### src/rtl/tmr_req_arb.sv
// tmr_req_arb: round-robin scheduler that shares one prescaled timer tick among
// several timeout requesters. One requester holds the grant at a time and its
// timeout is counted down on the shared tick by a single down-counter.
module tmr_req_arb #(
   parameter int unsigned REQ_NUM   = 4,
   parameter int unsigned CNT_WIDTH = 32,
   parameter int unsigned ID_WIDTH  = $clog2(REQ_NUM)
) (
   input  logic                         clk_i,
   input  logic                         rst_n_i,
   input  logic                         tick_i,
   input  logic [REQ_NUM-1:0]           req_i,
   input  logic [REQ_NUM*CNT_WIDTH-1:0] val_i,
   output logic [REQ_NUM-1:0]           gnt_o,
   output logic [ID_WIDTH-1:0]          gnt_id_o,
   output logic [REQ_NUM-1:0]           done_o,
   output logic                         busy_o,
   output logic [CNT_WIDTH-1:0]         cnt_o
);

   typedef enum logic [1:0] {
      StIdle,
      StRun,
      StDone
   } state_e;

   state_e               state_q;
   logic [ID_WIDTH-1:0]  ptr_q;
   logic [REQ_NUM-1:0]   gnt_q;
   logic [ID_WIDTH-1:0]  gnt_id_q;
   logic [REQ_NUM-1:0]   done_q;
   logic                 busy_q;
   logic [CNT_WIDTH-1:0] cnt_q;

   // Round-robin arbitration results, only consumed in IDLE.
   logic [CNT_WIDTH-1:0] val_arr [REQ_NUM];
   logic [ID_WIDTH-1:0]  scan_idx;
   logic                 win_found;
   logic [ID_WIDTH-1:0]  win_id;
   logic [REQ_NUM-1:0]   win_oh;
   logic [CNT_WIDTH-1:0] win_val;
   logic [ID_WIDTH-1:0]  win_nxt;

   // Unpack the flat timeout bus into one entry per requester.
   always_comb begin
      for (int unsigned k = 0; k < REQ_NUM; k++) begin
         val_arr[k] = val_i[k*CNT_WIDTH +: CNT_WIDTH];
      end
   end

   // Scan requests starting at ptr, wrapping past REQ_NUM-1; first set bit wins.
   always_comb begin
      win_found = 1'b0;
      win_id    = '0;
      scan_idx  = '0;
      for (int unsigned i = 0; i < REQ_NUM; i++) begin
         scan_idx = ID_WIDTH'((32'(ptr_q) + i) % REQ_NUM);
         if (!win_found && req_i[scan_idx]) begin
            win_found = 1'b1;
            win_id    = scan_idx;
         end
      end
      win_oh         = '0;
      win_oh[win_id] = win_found;
      win_val        = val_arr[win_id];
      // Next search starts just past the winner so it goes to the back of the line.
      win_nxt        = (32'(win_id) == REQ_NUM - 1) ? '0 : win_id + ID_WIDTH'(1);
   end

   // Scheduler FSM; every output is a register updated here.
   always_ff @(posedge clk_i or negedge rst_n_i) begin
      if (!rst_n_i) begin
         state_q  <= StIdle;
         ptr_q    <= '0;
         gnt_q    <= '0;
         gnt_id_q <= '0;
         done_q   <= '0;
         busy_q   <= 1'b0;
         cnt_q    <= '0;
      end else begin
         done_q <= '0;
         unique case (state_q)
            StIdle: begin
               // Ticks are ignored here; a tick in the grant cycle is not counted.
               if (win_found) begin
                  state_q  <= StRun;
                  gnt_q    <= win_oh;
                  gnt_id_q <= win_id;
                  cnt_q    <= win_val;
                  ptr_q    <= win_nxt;
                  busy_q   <= 1'b1;
               end
            end
            StRun: begin
               // Abort beats a coincident tick and never produces done.
               if (!req_i[gnt_id_q]) begin
                  state_q <= StIdle;
                  gnt_q   <= '0;
                  cnt_q   <= '0;
                  busy_q  <= 1'b0;
               end else if (tick_i) begin
                  // Values 0 and 1 both expire on the first tick; never wrap below 0.
                  if (cnt_q <= CNT_WIDTH'(1)) begin
                     state_q <= StDone;
                     done_q  <= gnt_q;
                     gnt_q   <= '0;
                     cnt_q   <= '0;
                  end else begin
                     cnt_q <= cnt_q - CNT_WIDTH'(1);
                  end
               end
            end
            StDone: begin
               state_q <= StIdle;
               busy_q  <= 1'b0;
            end
            default: begin
               state_q <= StIdle;
               gnt_q   <= '0;
               cnt_q   <= '0;
               busy_q  <= 1'b0;
            end
         endcase
      end
   end

   assign gnt_o    = gnt_q;
   assign gnt_id_o = gnt_id_q;
   assign done_o   = done_q;
   assign busy_o   = busy_q;
   assign cnt_o    = cnt_q;

endmodule

### config.mk
export PLATFORM = sky130hd
export DESIGN_NAME = tmr_req_arb
export DESIGN_NICKNAME = d
export VERILOG_FILES = /design/src/rtl/tmr_req_arb.sv
export SDC_FILE = /design/constraint.sdc
export NUM_CORES = 1
export LEC_CHECK = 0
export ABC_CLOCK_PERIOD_IN_PS = 2750
export CORE_ASPECT_RATIO = 2
export CORE_MARGIN = 2
export CORE_UTILIZATION = 42
export CTS_BUF_LIST = sky130_fd_sc_hd__clkbuf_16
export CTS_CLUSTER_DIAMETER = 60
export DETAILED_ROUTE_END_ITERATION = 8
export PLACE_DENSITY_LB_ADDON = 0.25
export SYNTH_ARGS = -nofsm -noshare
export SYNTH_HDL_FRONTEND = slang
export SYNTH_SLANG_ARGS = --single-unit
### constraint.sdc
create_clock -name clk_i -period 2.75 [get_ports clk_i]
set_input_delay 0.825 -clock clk_i [delete_from_list [all_inputs] [get_ports clk_i]]
set_output_delay 0.825 -clock clk_i [all_outputs]
set_load 0.02 [all_outputs]
# Word level (Yosys, flattened, before mapping)
# Index checks and enable logic that the tools add are counted.
dict set report word_totals {
  regBits 47
  latch_bits 0
  ramBits 0
  romBits 0
  input_bits 135
  output_inout_bits 43
  wordCells 90
  memories 0
}
dict set report op_classes {
  addsub 5
  mul 0
  div 0
  n_lt_le_gt_ge 9
  eq_ne 7
  n_shift 0
  n_mux 46
  n_bitwise 3
  n_reduce_logical 13
}
# cell n
set ops {}
lappend ops {{two-way mux 32 bit} 6}
lappend ops {{case mux 32 bit (3 select lines)} 1}
lappend ops {{binary-select mux 32 bit (select 2 bit)} 1}
lappend ops {{less-or-equal comparator 32 x 1 -> 1 bit, second input constant} 1}
lappend ops {{two-way mux 4 bit} 8}
lappend ops {{subtractor 32 x 1 -> 32 bit, second input constant} 1}
lappend ops {{less-than comparator 2 x 3 -> 1 bit, second input constant} 6}
lappend ops {{two-way mux 2 bit} 9}
lappend ops {{two-way mux 1 bit} 12}
lappend ops {{case mux 4 bit (3 select lines)} 1}
lappend ops {{binary-select mux 1 bit (select 2 bit)} 5}
lappend ops {{!= test 3 bit, second input constant} 2}
lappend ops {{AND reduction 3 bit} 2}
lappend ops {{adder 2 x 1 -> 2 bit, second input constant} 2}
lappend ops {{adder 2 bit, second input constant} 2}
lappend ops {{AND 4 bit} 1}
lappend ops {{equality test 2 bit, second input constant} 2}
lappend ops {{logical AND 1 bit} 4}
lappend ops {{!= test 2 bit, second input constant} 2}
lappend ops {{case mux 2 bit (2 select lines)} 1}
lappend ops {{AND reduction 2 bit} 2}
lappend ops {{AND reduction 4 bit} 1}
lappend ops {{>= comparator 3 bit, second input constant} 1}
lappend ops {{zero test 1 bit} 3}
lappend ops {{7 further kinds} 7}

# Longest topological paths before layout
dict set report logic_depth {
  word_depth 19
  depth_mapped 9
  ltp_nobuf 8
}

# Worst setup path before layout
# Ideal clock, no wire load.
dict set report synth_timing {
  path_kind {input to register}
  startpoint {input req_i[0]}
  endpoint {register cnt_q[6], in the netlist cnt_o[6]}
  setup_time_ns 0.083
  arrival_time_ns 2.367
  required_ns 2.667
  path_slack_ns 0.300
  stages 7
  path_buffers 2
  cell_sequence {or4_1 -> a21oi_1 -> a21o_1 -> buf_2 -> buf_1 -> a22oi_1 -> o21ai_0}
}
dict set report synth_via {
  elab_chain_len 18
  elab_cells_between_ends 34
  cone_classes {eq/ne (2); mux (24); bitwise (1); reduce/logical (7)}
}
# item line_no
set synth_rtl {}
lappend synth_rtl {{start, declared} 12} ;# input logic [REQ_NUM-1:0] req_i,
lappend synth_rtl {{binary-select mux 1 bit (select 2 bit)} 58} ;# if (!win_found && req_i[scan_idx]) begin
lappend synth_rtl {{two-way mux 1 bit (not written as such)} 58}
lappend synth_rtl {{two-way mux 1 bit} 58}
lappend synth_rtl {{zero test 1 bit} 58}
lappend synth_rtl {{logical AND 1 bit} 58}
lappend synth_rtl {{two-way mux 1 bit} 58}
lappend synth_rtl {{zero test 1 bit} 58}
lappend synth_rtl {{logical AND 1 bit} 58}
lappend synth_rtl {{two-way mux 1 bit} 58}
lappend synth_rtl {{zero test 1 bit} 58}
lappend synth_rtl {{logical AND 1 bit} 58}
lappend synth_rtl {{two-way mux 2 bit} 58}
lappend synth_rtl {{NOT 2 -> 3 bit (not written as such)} 65} ;# win_val = val_arr[win_id];
lappend synth_rtl {{binary-select mux 32 bit (select 2 bit)} 65}
lappend synth_rtl {{two-way mux 32 bit (not written as such) (2 in series)} 65}
lappend synth_rtl {{two-way mux 32 bit} 85} ;# if (win_found) begin
lappend synth_rtl {{case mux 32 bit (3 select lines)} 82} ;# unique case (state_q)
lappend synth_rtl {{end signal, assigned} 89} ;# cnt_q <= win_val;
lappend synth_rtl {{end signal, assigned} 109} ;# cnt_q <= cnt_q - CNT_WIDTH'(1);
lappend synth_rtl {{end, declared} 33} ;# logic [CNT_WIDTH-1:0] cnt_q;
# Several ways; a longest one is shown, not always the timed one. The select of a mux whose other input is x is not followed.
# A chain may end at the register's enable or synchronous reset.

# Worst setup path after layout
dict set report layout_timing {
  startpoint {input req_i[0]}
  endpoint {register cnt_q[29], in the netlist cnt_o[29]}
}
# Same word-level chain as after synthesis.

==> metrics.md <==
| Metric | Value |
|---|---|
| Overall Power | 5820 uW |
| Cell Area, Synth | 3790 um^2 |
| Postcts setup bufs | 0 |
| Final Cycle Share | 97.5% |
| Cell area after layout | 6060 um^2 |
| Total clock sinks | 47 |
| Final Skew | 0.00290 ns |
| Max_slew headroom | 56.4% |
| CTS root buf | clkbuf_16 |
| Drt drc | 0 |
| FF+latch count, synth | 47 |
| Power Density | 961 nW/um^2 |
| Most frequent cells in the layout | clkdlybuf4s50_1, mux2i_1, dfrtp_1 |
| Max Fclk | 0.373 GHz |
| Final Setup Violations | 0 |
| Post-DP HPWL | 10300 um |
| Worst setup EP type | flop |
| Multiplexer area fraction after synthesis | 25.0% |
| Routed WL | 12700 um |
| Synth Area in Simple Gates | 18.0% |
| Core area | 8890 um^2 |
| Final core utilization | 68.1% |
| Initial Util | 42.6% |
| TritonCTS buffer count | 5 |
| Main combinational cell family by area after synthesis | multiplexers |
| Status | finished clean |
| Pre-antenna DRT Iters | 4 |
| Gr ovfl total | 0 |
| Die Y | 138 um |
| Critical-path cell list | clkdlybuf4s50_1 > buf_4 > a221oi_1 > o211ai_1 > buf_12 > mux2i_2 > o22ai_1 > a221o_1 |
| Top Usage Layer GRT | met2 |
| CP Class | in -> reg |
| Top_reg_cell synth | dfrtp_1 |
| Layout cells sized above 1 | 13.8% |
| Area Growth Syn to Fin | 60.0% |
| Gr usage total | 25.9% |
| Drt wl/cell | 18.1 um |
| Worst Max-Slew Pin Slew | 0.654 ns |
| Synth cell types | 58 |
| Row Count | 49 |
| Post-DRT Antenna Nets | 0 |
| Die ar. | 9840 um^2 |
| Adder-cell share of the synthesized area | 1.98% |
| Synth Net Count | 539 |
| Met1 usage | 25.1% |
| Max-cap violations | 0 |
| Post-synth ARST share | 100% |
| CP Max Fanout | 32 |
| Final Hold Vio Count | 0 |
| Compound-Gate Fraction of Synth Area | 17.0% |
| Port-buffer cells | 177 |
| Top Ports | 178 |
| Largest net degree at the start of global routing | 33 |
| Antenna violations before repair | 0 |
| Vias/cell | 5.78 |
| Final Slew Violations | 0 |
| Critical path data required time | 2.92 ns |
| Layout fillers | 726 |
| First-pass GRT wire length | 20200 um |
| P_leak | 0.00270 uW |
| RSZ-0062 raised after global routing | true |
| GR Util met3 | 3.79% |
| Via count | 4061 |
| Yosys warns | 0 |
| Worst setup SP type | primary input |
| Dpl cell area | 5910 um^2 |
| Critical path arrival | 2.85 ns |
| CTS resizes | 0 |
| Vias in the first global route | 4256 |
| Sequential area share after synthesis | 31.1% |
| Worst path slowest cell | clkdlybuf4s50_1 |
| ANT cells | 0 |
| Mean post-synth cell area | 9.52 um^2 |
| Starting DRT DRC Count | 201 |
| Number of synthesized flops with an enable pin | 0 |
| Longest Clk Path Bufs | 2 |
| CTS clock-pin slew for the worst setup and hold paths | 0.06 ns |
| Grt met2 use | 50.4% |
| Peak supply drop | 465 uV |
| Insertion delay to the later sink of the worst-skew pair | 0.29 ns |
| Minimum clock period | 2.68 ns |
| Clock H-tree levels | 2 |
| Hold buffer count at CTS | 0 |
| Hold crit path type | reg -> reg |
| Final layout net count | 742 |
| Gpl congestion | 0.885 |
| Critical path's largest stage delay | 0.41 ns |
| Die width | 71.1 um |
| Fin Hold WS | 0.518 ns |
| Cells after Synth | 398 |
| CTS tree | done |
| Commonest non-fill, non-tap cell in the layout | clkdlybuf4s50_1 |
| Synth Area in XOR/XNOR | 2.31% |
area by class of cell:
cell class | instances | area [um^2] | share of cell area, %
inverter | 7 | 26.3 | 0.434
clock inverter | 1 | 3.75 | 0.0620
sequential | 47 | 1180 | 19.4
clock buffer | 5 | 125 | 2.07
timing repair buffer | 222 | 2150 | 35.5
tap | 102 | 128 | 2.11
multi-input combinational | 318 | 2450 | 40.5
flip-flops by register name, indices dropped and copies added (netlist names):
signal and count:
state_q 2, ptr_q 2, done_o 4, gnt_id_o 2, cnt_o 32, gnt_o 4
busy_o 1
report_power, final:
group          leakage (uW)  switching (uW)  internal (uW)
Sequential         0.000594             389            987
Clock             0.0000669             246            323
Combinational       0.00204            1930           1950
metal layers:
metal / routed length [um] / vias to the layer above
li1: - / 1914
met4: 497 / 0
met5: 0 / -
met1: 4170 / 1952
met2: 7450 / 159
met3: 596 / 36
critical path: cells and delay by family:
family	cells	cell delay, ns
AO/OA/AOI/OAI	4	0.95
buffers and inverters	3	0.80
multiplexers	1	0.25
cell families after synthesis:
logic type	count (synthesis)
AOI/OAI and AO/OA	92
xor gates and xnor gates	10
adders and majority gates	6
buffers and inverters	33
DFF	47
muxes	93
and+or+nand+nor	117
worst paths after layout:
check | start | end | slack (ns) | depth (start not counted)
min in group asynchronous | rst_n_i | ptr_q[0] | 0.56 | 1
hold reg to reg | gnt_o[2] | done_o[2] | 0.52 | 1
hold / removal | gnt_o[2] | done_o[2] | 0.52 | 1
max in group asynchronous | rst_n_i | cnt_o[0] | 1.57 | 2
setup / recovery | req_i[0] | cnt_o[29] | 0.07 | 8
setup reg to reg | cnt_o[4] | cnt_o[29] | 0.19 | 7
cells in the mapped netlist (3+ instances only):
master    count  area (um^2)
o31ai_1       4         30.0
nor4_1        7         43.8
o22ai_1       5         31.3
and2_1        7         43.8
xor2_1        6         52.6
o211ai_1      4         30.0
ha_1          6         75.1
nor2_1       21         78.8
a221o_1      13          130
or3_1         4         25.0
inv_1         7         26.3
a22o_1        4         35.0
a22oi_1       3         22.5
clkbuf_1      7         26.3
buf_2        12         60.1
or4_1         8         60.1
nand3_1      11         55.1
nand2_1      19         71.3
nor3_1       12         60.1
nand3b_1      4         30.0
dfrtp_1      47         1180
o21ai_0      26          130
a21oi_1      14         70.1
mux2i_1      80          801
xnor2_1       4         35.0
mux2_2       13          146
nor3b_1       3         22.5
a21o_1        4         30.0
buf_6         5         56.3
metrics by stage:
step,worst slack (ns),std cells,TNS (ns)
floorplan,0.300,398,0
global placement,-0.187,696,-3.96
detailed placement,-0.249,696,-5.71
CTS,0.0597,702,0
global route,-0.0158,702,-0.0158
finish,0.0683,702,0
Note: power is estimated with default switching activity, not from simulation.
